==> config.mk <==
export PLATFORM = sky130hd
export DESIGN_NAME = target_generator
export DESIGN_NICKNAME = d
export VERILOG_FILES = /design/src/rtl/snake_pkg.sv /design/src/rtl/lfsr_gen.sv /design/src/rtl/target_generator.sv
export SDC_FILE = /design/constraint.sdc
export NUM_CORES = 1
export LEC_CHECK = 0
export BUFFER_PORTS_ARGS = -buffer_cell sky130_fd_sc_hd__buf_2
export CORE_ASPECT_RATIO = 1.2
export CORE_MARGIN = 4
export CORE_UTILIZATION = 50
export CTS_BUF_LIST = sky130_fd_sc_hd__clkbuf_8
export CTS_CLUSTER_DIAMETER = 50
export DETAILED_ROUTE_END_ITERATION = 7
export HOLD_SLACK_MARGIN = 0.06
export PLACE_DENSITY = 0.76
export SYNTH_ARGS = -nofsm -noshare
export SYNTH_HDL_FRONTEND = slang
export SYNTH_SLANG_ARGS = --single-unit
export TNS_END_PERCENT = 100
==> constraint.sdc <==
create_clock -name CLK -period 1.66 [get_ports CLK]
set_input_delay 0.332 -clock CLK [delete_from_list [all_inputs] [get_ports CLK]]
set_output_delay 0.332 -clock CLK [all_outputs]
set_load 0.05 [all_outputs]
==> src/rtl/snake_pkg.sv <==
// Shared types and grid constants for the snake game datapath.
package snake_pkg;

  typedef enum logic [1:0] {
    ARMED    = 2'd0,
    RELOCATE = 2'd1,
    DONE     = 2'd2
  } state_t;

  localparam int unsigned X_WIDTH = 8;
  localparam int unsigned Y_WIDTH = 7;
  localparam int unsigned X_MAX   = 159;
  localparam int unsigned Y_MAX   = 119;

  // Fibonacci tap masks: x^8+x^6+x^5+x^4+1 and x^7+x^6+1
  localparam logic [7:0] TAPS_8 = 8'hB8;
  localparam logic [6:0] TAPS_7 = 7'h60;

  // Maximal-length tap mask for the supported widths; zero for anything else
  function automatic logic [31:0] taps_for(input int unsigned width);
    logic [31:0] mask;
    mask = 32'd0;
    case (width)
      7:       mask = 32'(TAPS_7);
      8:       mask = 32'(TAPS_8);
      default: mask = 32'd0;
    endcase
    return mask;
  endfunction

endpackage

==> src/rtl/lfsr_gen.sv <==
// Free-running Fibonacci LFSR, shifting left every cycle; a nonzero seed never reaches zero.
module lfsr_gen #(
  parameter int unsigned     WIDTH = 8,
  parameter logic [WIDTH-1:0] TAPS = '0,
  parameter logic [WIDTH-1:0] SEED = '1
) (
  input  logic             CLK,
  input  logic             RESET,
  output logic [WIDTH-1:0] OUT
);

  logic [WIDTH-1:0] q;

  always_ff @(posedge CLK) begin
    if (RESET) begin
      q <= SEED;
    end else begin
      q <= {q[WIDTH-2:0], ^(q & TAPS)};
    end
  end

  assign OUT = q;

endmodule

==> src/rtl/target_generator.sv <==
// Holds the food target, pulses REACHED on a head hit, then relocates the target
// to a pseudo-random in-range cell; freezes once WIN is asserted.
module target_generator
  import snake_pkg::*;
#(
  parameter int unsigned X_WIDTH = snake_pkg::X_WIDTH,
  parameter int unsigned Y_WIDTH = snake_pkg::Y_WIDTH,
  parameter int unsigned X_MAX   = snake_pkg::X_MAX,
  parameter int unsigned Y_MAX   = snake_pkg::Y_MAX,
  parameter int unsigned X_INIT  = 80,
  parameter int unsigned Y_INIT  = 60,
  parameter logic [X_WIDTH-1:0] X_SEED = X_WIDTH'(8'hA5),
  parameter logic [Y_WIDTH-1:0] Y_SEED = Y_WIDTH'(7'h2B)
) (
  input  logic               CLK,
  input  logic               RESET,
  input  logic [X_WIDTH-1:0] HEAD_X,
  input  logic [Y_WIDTH-1:0] HEAD_Y,
  input  logic               HEAD_VALID,
  input  logic               WIN,
  output logic [X_WIDTH-1:0] TARGET_X,
  output logic [Y_WIDTH-1:0] TARGET_Y,
  output logic               TARGET_VALID,
  output logic               REACHED
);

  localparam logic [X_WIDTH-1:0] X_MAX_W  = X_WIDTH'(X_MAX);
  localparam logic [Y_WIDTH-1:0] Y_MAX_W  = Y_WIDTH'(Y_MAX);
  localparam logic [X_WIDTH-1:0] X_INIT_W = X_WIDTH'(X_INIT);
  localparam logic [Y_WIDTH-1:0] Y_INIT_W = Y_WIDTH'(Y_INIT);
  localparam logic [X_WIDTH-1:0] X_TAPS   = X_WIDTH'(taps_for(X_WIDTH));
  localparam logic [Y_WIDTH-1:0] Y_TAPS   = Y_WIDTH'(taps_for(Y_WIDTH));

  state_t             state, state_nx;
  logic [X_WIDTH-1:0] target_x_nx;
  logic [Y_WIDTH-1:0] target_y_nx;
  logic               target_valid_nx;
  logic               reached_nx;
  logic [X_WIDTH-1:0] lfsr_x;
  logic [Y_WIDTH-1:0] lfsr_y;
  logic               hit_c;
  logic               accept_c;

  lfsr_gen #(
    .WIDTH (X_WIDTH),
    .TAPS  (X_TAPS),
    .SEED  (X_SEED)
  ) u_lfsr_x (
    .CLK   (CLK),
    .RESET (RESET),
    .OUT   (lfsr_x)
  );

  lfsr_gen #(
    .WIDTH (Y_WIDTH),
    .TAPS  (Y_TAPS),
    .SEED  (Y_SEED)
  ) u_lfsr_y (
    .CLK   (CLK),
    .RESET (RESET),
    .OUT   (lfsr_y)
  );

  assign hit_c    = HEAD_VALID && (HEAD_X == TARGET_X) && (HEAD_Y == TARGET_Y);
  assign accept_c = (lfsr_x <= X_MAX_W) && (lfsr_y <= Y_MAX_W) &&
                    !((lfsr_x == HEAD_X) && (lfsr_y == HEAD_Y));

  // Next-state and next-output logic; WIN takes priority over any hit
  always_comb begin
    state_nx        = state;
    target_x_nx     = TARGET_X;
    target_y_nx     = TARGET_Y;
    target_valid_nx = TARGET_VALID;
    reached_nx      = 1'b0;

    if (WIN) begin
      state_nx        = DONE;
      target_valid_nx = 1'b0;
    end else begin
      case (state)
        ARMED: begin
          if (hit_c) begin
            state_nx        = RELOCATE;
            reached_nx      = 1'b1;
            target_valid_nx = 1'b0;
          end
        end
        RELOCATE: begin
          if (accept_c) begin
            state_nx        = ARMED;
            target_x_nx     = lfsr_x;
            target_y_nx     = lfsr_y;
            target_valid_nx = 1'b1;
          end
        end
        DONE: begin
          target_valid_nx = 1'b0;
        end
        default: begin
          state_nx = ARMED;
        end
      endcase
    end
  end

  // State and registered outputs
  always_ff @(posedge CLK) begin
    if (RESET) begin
      state        <= ARMED;
      TARGET_X     <= X_INIT_W;
      TARGET_Y     <= Y_INIT_W;
      TARGET_VALID <= 1'b1;
      REACHED      <= 1'b0;
    end else begin
      state        <= state_nx;
      TARGET_X     <= target_x_nx;
      TARGET_Y     <= target_y_nx;
      TARGET_VALID <= target_valid_nx;
      REACHED      <= reached_nx;
    end
  end

endmodule

==> out/qor.tcl, run 1 <==
set qor(dpl-instance-area_um2) 2090
set qor(globalRoute.totalOverflow) 0
set qor(maximum_capacitance_violations) 0
set qor(insertedDiodeCount) 0
set qor(timing.critical_path.slowest_cell_delay_ps) 580
set qor(synth_xor_xnor_area_share_pct) 17.5
set qor(cellPowerDensity_nw_per_um2) 728
set qor(via_count_normalized_by_instance_count) 5.21
set qor(tritoncts) {built}
set qor(post_synth_mux_area_share_pct) 6.34
set qor(synth.net_count) 186
set qor(num-nets-final) 259
set qor(peakVddDrop_mv) 0.799
set qor(final_worst_path_cycle_share_pct) 115
set qor(post_detailed_routing_wire_length_um) 4330
set qor(numCtsBuffers) 5
set qor(floorplan.initialDensity_pct) 52.3
set qor(drc_errors) 0
set qor(final_cell_area_um2) 2390
set qor(grt_first_pass_wirelength_um) 6960
set qor(clock-skew-final_ps) 5.93
set qor(timing.critical_path.buf_inv) 0
set qor(avgSynthCellArea_um2) 9.86
set qor(finalHoldViolCount) 0
set qor(whs_ps) 289
set qor(worstMarginPinSlew_ps) 486
set qor(worst-endpoint-required_ps) 1890
set qor(post_synth_fa_ha_maj_area_fraction_pct) 3.92
set qor(synth-seq-area-share_pct) 42.6
set qor(p_total_mw) 1.74
set qor(post_synth_design_cell_area_um2) 1600
set qor(timing.critical_path.max_delay_family) {simple AND/OR/NAND/NOR gates}
set qor(io_buffers) 35
set qor(worst_skew_pair.late_latency_ps) 290
set qor(die_height_um) 69.9
set qor(number_of_global_route_vias_before_repair) 1492
set qor(final_cell_mix) {sky130_fd_sc_hd__buf_2 (35), sky130_fd_sc_hd__buf_4 (32), sky130_fd_sc_hd__nor2_1 (19), sky130_fd_sc_hd__dfxtp_1 (17), sky130_fd_sc_hd__dfxtp_4 (16)}
set qor(failed_checks) {negative setup slack}
set qor(r2r-start) {TARGET_Y[5]$_SDFFE_PP1P_}
set qor(fin_tns_setup_ps) -3430
set qor(setup.worst_path.start) {TARGET_Y[5]$_SDFFE_PP1P_}
set qor(fp.coreArea_um2) 3060
set qor(std_cell_rows) 22
set qor(htree_levels) 2
set qor(synth-seq-cells) 34
set qor(start_kind) {flip-flop}
set qor(final_common_cell) {sky130_fd_sc_hd__buf_2}
set qor(die_x_um) 59.6
set qor(tritoncts_num_sinks) 34
set qor(maxClockFrequency_mhz) 523
set qor(ioPinCount) 36
set qor(period_minus_slack_ps) 1910
set qor(drtIter0Drc) 28
set qor(slew_viol_final) 0
set qor(clkTransAtPathRegs_ps) 70
set qor(timing.final.setup_violations) 19
set qor(route.detailed.wl_per_inst_um) 15.9
set qor(status) {finished, violations left}
set qor(worst_hold_path_type) {input pin to flip-flop}
set qor(syn_inst) 162
set qor(clock_path_buffers) 2
set qor(crit_path_max_fanout) 3
set qor(grt_start_max_net_pins) 29
set qor(power.leakage_nw) 1.09
set qor(final_antenna_net_count) 0
set qor(critical_path.slowest_cell) {sky130_fd_sc_hd__or4_4}
set qor(synth-warning-count) 0
set qor(route.vias.total) 1416
set qor(initial_antenna_violation_count) 0
set qor(finalWeightedCongestion) 0.861
set qor(layout.filler_cells) 197
set qor(rsz_0062_raised_after_global_routing) {true}
set qor(fp.dieArea_um2) 4170
set qor(track_usage_pct) 22.3
set qor(post_synth_num_cell_types) 37
set qor(hold_path.startpoint) {WIN}
set qor(timing.critical_path.arrival_ps) 2140
set qor(synth_compound_gate_area_share_pct) 9.32
set qor(cts_root_buf) {sky130_fd_sc_hd__clkbuf_8}
set qor(dp_hpwl_um) 2960
set qor(detail_route.first_pass.iterations) 4
set qor(timing.setup.critical_path_class) {flip-flop to flip-flop}
set qor(relSlewSlack_pct) 67.6
set qor(critPathCaptureType) {flip-flop}
set qor(worstPathCellList) {xnor2_2 -> nand4_1 -> or4_4 -> mux2_4 -> o21ba_4 -> o21bai_1}
set qor(synthToLayoutAreaGrowth_pct) 49.8
set qor(synth_simple_gate_area_share_pct) 16.9
set qor(main_combinational_cell_family_by_area_after_synthesis) {XOR/XNOR gates}
set qor(drive_above_1_share_pct) 54.2
set qor(layout_setup_ws_ps) -252
set qor(r2r_setup_slack_ps) -250
-- logic make-up (layout without fill, tap and decap cells) --
group | after synthesis | after routing
buf+inv | 11 | 85
xor+xnor | 32 | 32
mux | 10 | 10
simple gates | 49 | 49
fa+ha+maj | 5 | 5
flops | 34 | 34
compound gates | 21 | 21
-- synth_stat cells --
master / instances / share of area (%)
sky130_fd_sc_hd__dfxtp_1: 34 / 43
sky130_fd_sc_hd__nor2_1: 20 / 4.7
sky130_fd_sc_hd__xnor2_1: 20 / 11
sky130_fd_sc_hd__xor2_1: 12 / 6.6
sky130_fd_sc_hd__mux2i_1: 9 / 5.6
sky130_fd_sc_hd__a21oi_1: 8 / 2.5
sky130_fd_sc_hd__or2_2: 7 / 2.7
sky130_fd_sc_hd__nor2b_1: 6 / 2.3
sky130_fd_sc_hd__ha_1: 5 / 3.9
sky130_fd_sc_hd__inv_1: 5 / 1.2
sky130_fd_sc_hd__nand4_1: 4 / 1.6
sky130_fd_sc_hd__clkbuf_1: 3 / 0.70
sky130_fd_sc_hd__nor4_1: 3 / 1.2
sky130_fd_sc_hd__nor3_1: 2 / 0.63
sky130_fd_sc_hd__o21ai_0: 2 / 0.63
sky130_fd_sc_hd__a2111oi_2: 1 / 0.94
sky130_fd_sc_hd__a211o_1: 1 / 0.55
sky130_fd_sc_hd__a211oi_1: 1 / 0.47
sky130_fd_sc_hd__a221oi_1: 1 / 0.55
sky130_fd_sc_hd__a31o_2: 1 / 0.55
sky130_fd_sc_hd__a31oi_1: 1 / 0.39
sky130_fd_sc_hd__a41oi_1: 1 / 0.55
sky130_fd_sc_hd__and4b_1: 1 / 0.63
sky130_fd_sc_hd__buf_2: 1 / 0.31
sky130_fd_sc_hd__buf_4: 1 / 0.47
sky130_fd_sc_hd__buf_6: 1 / 0.70
sky130_fd_sc_hd__mux2_2: 1 / 0.70
sky130_fd_sc_hd__nand2_1: 1 / 0.23
sky130_fd_sc_hd__nand2b_1: 1 / 0.39
sky130_fd_sc_hd__nand3b_1: 1 / 0.47
sky130_fd_sc_hd__nand4_2: 1 / 0.78
sky130_fd_sc_hd__nor4b_1: 1 / 0.55
sky130_fd_sc_hd__o2111ai_1: 1 / 0.55
sky130_fd_sc_hd__o21ai_2: 1 / 0.55
sky130_fd_sc_hd__o21ba_1: 1 / 0.63
sky130_fd_sc_hd__o21bai_1: 1 / 0.47
sky130_fd_sc_hd__or4_4: 1 / 0.70
-- metal layers --
metal	up-vias	part of all wire, %	global-route usage (%)	wire (µm)
met5	-	0	0	0
met1	683	39	24.8	1700
met2	27	55	38.5	2370
met3	10	3.8	7.39	164
met4	0	2.2	8.13	96
li1	696	-	-	-
-- registers in the layout, summed over array words and instances, names as in the netlist --
name	flops
REACHED	1
TARGET_VALID	1
TARGET_X	8
TARGET_Y	7
state	2
u_lfsr_x.OUT	8
u_lfsr_y.OUT	7
-- worst register-to-register path, cell delays in order (launching register included) --
cell,delay [ps]
sky130_fd_sc_hd__dfxtp_4,350
sky130_fd_sc_hd__xnor2_2,180
sky130_fd_sc_hd__nand4_1,140
sky130_fd_sc_hd__or4_4,580
sky130_fd_sc_hd__mux2_4,290
sky130_fd_sc_hd__o21ba_4,190
sky130_fd_sc_hd__o21bai_1,120
-- power by group --
part	internal (mW)	switching, mW
Sequential	0.826	0.0325
Combinational	0.162	0.143
Clock	0.279	0.300
-- layout make-up --
type,count,area [µm²],area share [%]
clock buffer,5,68.8,2.88
clock inverter,3,11.3,0.470
inverter,5,18.8,0.784
multi-input combinational,117,1040,43.3
sequential,34,742,31.0
tap,36,45.0,1.88
timing repair buffer,72,472,19.7
-- per-stage QoR --
step                      util (%)  std cells  worst slack, ps
after floorplan                  -        162             -156
after global routing          78.3        272             -418
after CTS                     75.3        269             -217
final                         78.3        272             -252
after detailed placement      68.4        259             -429
after global placement        68.4        259             -399
-- path summary, 6_finish.rpt --
kind | endpoint | cells past startpoint
max | TARGET_VALID$_SDFFE_PP1P_ | 6
min | state[0]$_SDFFE_PP0P_ | 2
max reg2reg | TARGET_VALID$_SDFFE_PP1P_ | 6
min reg2reg | state[0]$_SDFFE_PP0P_ | 2
-- what timing repair did --
action                     CTS  global route
buffers inserted             2             4
gates resized for setup     18            14
setup endpoints to repair   19            19
hold buffers                 0             0
pin swaps                    6             6
No activity file was read; power rests on OpenSTA's default activity.
==> run 2, diff against run 1 <==
CORE_ASPECT_RATIO = 2   (was 1.2)
==> out/qor.tcl, run 2 (synthesis results as in run 1) <==
set qor(slew_viol_final) 0
set qor(worstPathCellList) {xnor2_2 -> nand4_1 -> or4_4 -> a211o_1 -> a2111oi_4}
set qor(post_detailed_routing_wire_length_um) 4260
set qor(cell_internal_pwr_mw) 1.35
set qor(final_cell_area_um2) 2410
set qor(timing.final.setup_violations) 19
set qor(grt_start_max_net_pins) 33
set qor(timing.critical_path.buf_inv) 0
set qor(maximum_capacitance_violations) 0
set qor(status) {finished, violations left}
set qor(track_usage_pct) 23.8
set qor(power.combinational.fraction_pct) 15.9
set qor(ioPinCount) 36
set qor(drc_errors) 0
set qor(r2r_setup_slack_ps) -250
set qor(cts_root_buf) {sky130_fd_sc_hd__clkbuf_8}
set qor(cellPowerDensity_nw_per_um2) 753
set qor(final_cell_mix) {sky130_fd_sc_hd__buf_2 (35), sky130_fd_sc_hd__buf_4 (34), sky130_fd_sc_hd__dfxtp_1 (17), sky130_fd_sc_hd__nor2_1 (17)}
set qor(die_x_um) 48.0
set qor(dp_cells) 258
set qor(detail_route.first_pass.iterations) 4
set qor(seq_power_share_pct) 47.5
set qor(worstMarginPinSlew_ps) 552
set qor(globalRoute.totalOverflow) 0
set qor(critPathCaptureType) {flip-flop}
set qor(hold_path.startpoint) {WIN}
set qor(whs_endpoint) {REACHED$_SDFF_PP0_}
set qor(dp_hpwl_um) 3220
set qor(worst_skew_pair.late_latency_ps) 290
set qor(power.switching_fraction_pct) 25.7
set qor(numCtsBuffers) 5
set qor(io_buffers) 35
set qor(critical_path.slowest_cell) {sky130_fd_sc_hd__or4_4}
set qor(timing.critical_path.slowest_cell_delay_ps) 560
set qor(period_minus_slack_ps) 1910
set qor(final_common_cell) {sky130_fd_sc_hd__buf_2}
set qor(start_kind) {flip-flop}
set qor(final_worst_path_cycle_share_pct) 115
set qor(route.detailed.wl_per_inst_um) 15.8
set qor(timing.hold.worst_path_depth) 2
set qor(via_count_normalized_by_instance_count) 5.42
set qor(timing.critical_path.arrival_ps) 2100
set qor(drive_above_1_share_pct) 56.1
set qor(whs_ps) 306
set qor(worst_hold_path_type) {input pin to flip-flop}
set qor(route.vias.total) 1459
set qor(fp.dieArea_um2) 4220
set qor(tritoncts_num_sinks) 34
set qor(fp.coreArea_um2) 3010
set qor(initial_antenna_violation_count) 0
set qor(p_total_mw) 1.81
set qor(num-nets-final) 262
set qor(dpl-instance-area_um2) 2120
set qor(peakVddDrop_mv) 0.670
set qor(grt_first_pass_wirelength_um) 7020
set qor(post_layout_nonfiller_instances) 269
set qor(number_of_global_route_vias_before_repair) 1567
set qor(timing.setup.critical_path_class) {flip-flop to flip-flop}
set qor(clock-skew-final_ps) 5.76
set qor(clock_path_buffers) 2
set qor(timing.critical_path.max_delay_family) {simple AND/OR/NAND/NOR gates}
set qor(crit_path_max_fanout) 3
set qor(insertedDiodeCount) 0
set qor(die_height_um) 87.9
set qor(power_frac_clock_pct) 36.7
set qor(failed_checks) {negative setup slack}
set qor(clkTransAtPathRegs_ps) 70
set qor(tritoncts) {built}
set qor(r2r-end) {state[0]$_SDFFE_PP0P_}
set qor(synthToLayoutAreaGrowth_pct) 50.6
set qor(maxClockFrequency_mhz) 522
set qor(worst-endpoint-required_ps) 1840
set qor(power.leakage_nw) 1.07
set qor(finalWeightedCongestion) 0.916
set qor(relSlewSlack_pct) 63.2
set qor(fin_tns_setup_ps) -3340
set qor(std_cell_rows) 28
set qor(rsz_0062_raised_after_global_routing) {true}
set qor(r2r.worst_path.cells) 5
set qor(power.net_switching_uw) 465
set qor(final_antenna_net_count) 0
set qor(r2r-start) {TARGET_Y[3]$_SDFFE_PP1P_}
set qor(htree_levels) 2
set qor(finalHoldViolCount) 0
set qor(floorplan.initialDensity_pct) 53.0
set qor(drtIter0Drc) 19
set qor(layout_setup_ws_ps) -254
-- run 2: changes by cell type in the layout (fill, tap and decap cells not counted), moves of 2 or more --
cell                       delta
sky130_fd_sc_hd__a21oi_1      -3
sky130_fd_sc_hd__nor2_2       +2
sky130_fd_sc_hd__a21oi_2      +3
sky130_fd_sc_hd__xnor2_2      -5
sky130_fd_sc_hd__inv_1        -3
sky130_fd_sc_hd__buf_4        +2
sky130_fd_sc_hd__nor2_1       -2
sky130_fd_sc_hd__xnor2_1      +6
sky130_fd_sc_hd__clkbuf_8     +2
-- run 2: repair_timing --
| action | 4_1_cts | 5_1_grt |
|---|---|---|
| setup endpoints to repair | 19 | 19 |
| buffers inserted | 3 | 0 |
| gates resized for setup | 25 | 8 |
| pin swaps | 8 | 4 |
| hold buffers | 0 | 0 |
| cloned | 0 | 0 |
-- run 2: metrics by stage --
stage / worst slack, ps / utilization (%)
2_1_floorplan: -156 / -
3_3_place_gp: -325 / 70.3
3_5_place_dp: -462 / 70.3
4_1_cts: -241 / 78.6
5_1_grt: -336 / 79.9
6_report: -254 / 79.9
-- run 2: cell type report --
type,instances,area (µm²)
well taps,30,37.5
flip-flops and latches,34,742
clock inverters,1,3.75
multi-input cells,117,1010
repair buffers,75,498
fillers,197,607
inverters,5,18.8
clock buffers,7,96.3
-- run 2: routing by layer --
metal	GRT usage, %	vias to the layer above	part of all wire [%]
met5	0	-	0
met4	12.3	0	4.0
met3	5.76	19	4.9
met2	42.0	40	56
met1	23.9	695	35
li1	-	705	-
-- run 2: worst max path at each step --
stage / from / end / cells after the start
floorplan: TARGET_X[6]$_SDFFE_PP1P_ / state[0]$_SDFFE_PP0P_ / 5
global placement: HEAD_X[2] / state[0]$_SDFFE_PP0P_ / 8
detailed placement: HEAD_X[2] / state[0]$_SDFFE_PP0P_ / 8
CTS: TARGET_Y[3]$_SDFFE_PP1P_ / state[0]$_SDFFE_PP0P_ / 5
global route: u_lfsr_y.OUT[3]$_SDFF_PP1_ / TARGET_X[7]$_SDFFE_PP0P_ / 7
finish: TARGET_Y[3]$_SDFFE_PP1P_ / state[0]$_SDFFE_PP0P_ / 5
-- run 2: power groups by stage --
stage | clock network [mW] | registers (mW) | logic [mW]
after floorplan | 0 | 0.879 | 0.136
after global placement | 0 | 0.876 | 0.247
after detailed placement | 0 | 0.878 | 0.254
after CTS | 0.680 | 0.859 | 0.281
after global routing | 0.720 | 0.863 | 0.312
final | 0.664 | 0.859 | 0.288
-- run 2: worst reg2reg max path, stage by stage (launching register included) --
cell and delay, ps:
sky130_fd_sc_hd__dfxtp_4 350, sky130_fd_sc_hd__xnor2_2 180, sky130_fd_sc_hd__nand4_1 110, sky130_fd_sc_hd__or4_4 560
sky130_fd_sc_hd__a211o_1 280, sky130_fd_sc_hd__a2111oi_4 320
==> run 3, diff against run 2 <==
CELL_PAD_IN_SITES_DETAIL_PLACEMENT = 0   (was default)
CELL_PAD_IN_SITES_GLOBAL_PLACEMENT = 2   (was default)
CORE_UTILIZATION = 31   (was 50)
==> out/qor.tcl, run 3 (synthesis results as in run 1) <==
set qor(status) {finished, violations left}
set qor(failed_checks) {negative setup slack}
set qor(route.vias.total) 1397
set qor(ioPinCount) 36
set qor(num-nets-final) 264
set qor(insertedDiodeCount) 0
set qor(post_detailed_routing_wire_length_um) 4490
set qor(timing.final.setup_violations) 19
set qor(floorplan.initialDensity_pct) 32.2
set qor(critPathCaptureType) {flip-flop}
set qor(cts_root_buf) {sky130_fd_sc_hd__clkbuf_8}
set qor(peakVddDrop_mv) 0.736
set qor(clkTransAtPathRegs_ps) 70
set qor(grt_first_pass_wirelength_um) 7360
set qor(worst-endpoint-required_ps) 1820
set qor(maxClockFrequency_mhz) 518
set qor(die_height_um) 110
set qor(timing.hold.worst_path_depth) 2
set qor(timing.critical_path.arrival_ps) 2090
set qor(clock-skew-final_ps) 6.67
set qor(detail_route.first_pass.iterations) 4
set qor(drive_above_1_share_pct) 54.6
set qor(final_antenna_net_count) 0
set qor(crit_path_max_fanout) 8
set qor(fp.coreArea_um2) 4950
set qor(critical_path.slowest_cell) {sky130_fd_sc_hd__dfxtp_2}
set qor(via_count_normalized_by_instance_count) 4.70
set qor(slew_viol_final) 0
set qor(drtIter0Drc) 33
set qor(whs_endpoint) {state[0]$_SDFFE_PP0P_}
set qor(final_core_utilization_pct) 48.5
set qor(r2r-end) {TARGET_Y[1]$_SDFFE_PP0P_}
set qor(holdBufCountCts) 0
set qor(route.detailed.wl_per_inst_um) 15.1
set qor(drc_errors) 0
set qor(rsz_0062_raised_after_global_routing) {true}
set qor(hold_path.startpoint) {WIN}
set qor(pre_cts_ws_ps) -423
set qor(r2r_setup_slack_ps) -270
set qor(std_cell_rows) 36
set qor(finalHoldViolCount) 0
set qor(timing.critical_path.slowest_cell_delay_ps) 330
set qor(initial_antenna_violation_count) 0
set qor(final_cell_mix) {sky130_fd_sc_hd__buf_4 (37), sky130_fd_sc_hd__buf_2 (35), sky130_fd_sc_hd__xnor2_1 (18), sky130_fd_sc_hd__nor2_1 (16)}
set qor(worstPathCellList) {xor2_2 -> nor4_2 -> nand4_1 -> o2111ai_2 -> buf_6 -> mux2i_1 -> nor2_1}
set qor(tritoncts_num_sinks) 34
set qor(worstMarginPinSlew_ps) 436
set qor(setup.worst_path.start) {u_lfsr_x.OUT[2]$_SDFF_PP1_}
set qor(layout.filler_cells) 501
set qor(dp_hpwl_um) 3490
set qor(globalRoute.totalOverflow) 0
set qor(tritoncts) {built}
set qor(timing.setup.critical_path_class) {flip-flop to flip-flop}
set qor(start_kind) {flip-flop}
set qor(maximum_capacitance_violations) 0
set qor(finalWeightedCongestion) 0.820
set qor(power.leakage_nw) 1.05
set qor(fp.dieArea_um2) 6440
set qor(cellPowerDensity_nw_per_um2) 713
set qor(number_of_global_route_vias_before_repair) 1583
set qor(final_common_cell) {sky130_fd_sc_hd__buf_4}
set qor(final_worst_path_cycle_share_pct) 116
set qor(layout_setup_ws_ps) -271
set qor(track_usage_pct) 15.4
set qor(r2r-start) {u_lfsr_x.OUT[2]$_SDFF_PP1_}
set qor(worst_hold_path_type) {input pin to flip-flop}
set qor(p_total_mw) 1.71
set qor(period_minus_slack_ps) 1930
set qor(clock_path_buffers) 2
set qor(numCtsBuffers) 5
set qor(synthToLayoutAreaGrowth_pct) 50.3
set qor(io_buffers) 35
set qor(die_x_um) 58.8
set qor(htree_levels) 2
set qor(relSlewSlack_pct) 70.9
set qor(grt_start_max_net_pins) 23
set qor(worst_skew_pair.late_latency_ps) 280
set qor(r2r.worst_path.cells) 7
run 3: changes by cell type in the layout (fill, tap and decap cells not counted), sizes merged:
cell    delta
buf        +2
clkbuf     -2
inv        +1
run 3: stage by stage:
step           TNS, ps  hold slack [ps]  cells  instance area [µm²]
3_3_place_gp     -5020              499    288                 2180
6_report         -3430              309    297                 2400
2_1_floorplan     -995              401    162                 1660
3_5_place_dp     -5460              512    288                 2180
4_1_cts          -3250              292    298                 2350
5_1_grt          -5650              294    297                 2400
run 3: final cells by class:
cell class                      instances  area (µm²)  area share, %
Clock buffer                            5        68.8           2.87
Clock inverter                          2        7.51          0.313
Inverter                                5        18.8          0.782
Multi-Input combinational cell        117         983           41.0
Sequential cell                        34         742           30.9
Tap cell                               57        71.3           2.97
Timing Repair Buffer                   77         509           21.2
run 3: worst max path at each step:
stage / to / cells after the start
after floorplan: state[0]$_SDFFE_PP0P_ / 5
after global routing: TARGET_Y[1]$_SDFFE_PP0P_ / 7
after global placement: state[0]$_SDFFE_PP0P_ / 6
final: TARGET_Y[1]$_SDFFE_PP0P_ / 7
after CTS: state[0]$_SDFFE_PP0P_ / 5
after detailed placement: state[0]$_SDFFE_PP0P_ / 6
run 3: what timing repair did:
action | 4_1_cts | 5_1_grt
resized for setup | 21 | 10
endpoints found under the setup margin | 19 | 19
pin swaps | 12 | 7
cloned | 1 | 0
buffers inserted | 2 | 0
run 3: critical path, delay by kind of cell (launching register included):
kind | cells | cell delay [ps]
AND/OR/NAND/NOR | 3 | 590
flip-flops | 1 | 330
AO/OA/AOI/OAI | 1 | 330
multiplexers | 1 | 220
buffers and inverters | 1 | 200
XOR/XNOR | 1 | 140
run 3: layer usage:
layer | up-vias | track usage, % | part of all wire, %
li1 | 706 | - | -
met1 | 658 | 15.5 | 34
met2 | 29 | 29.0 | 61
met3 | 4 | 3.53 | 4.2
met4 | 0 | 6.32 | 1.2
met5 | - | 0 | 0
run 3: report_power, final:
part | internal (mW) | switching (mW) | leakage (nW)
Sequential | 0.828 | 0.0298 | 0.286
Clock | 0.277 | 0.285 | 0.0428
Combinational | 0.151 | 0.143 | 0.725
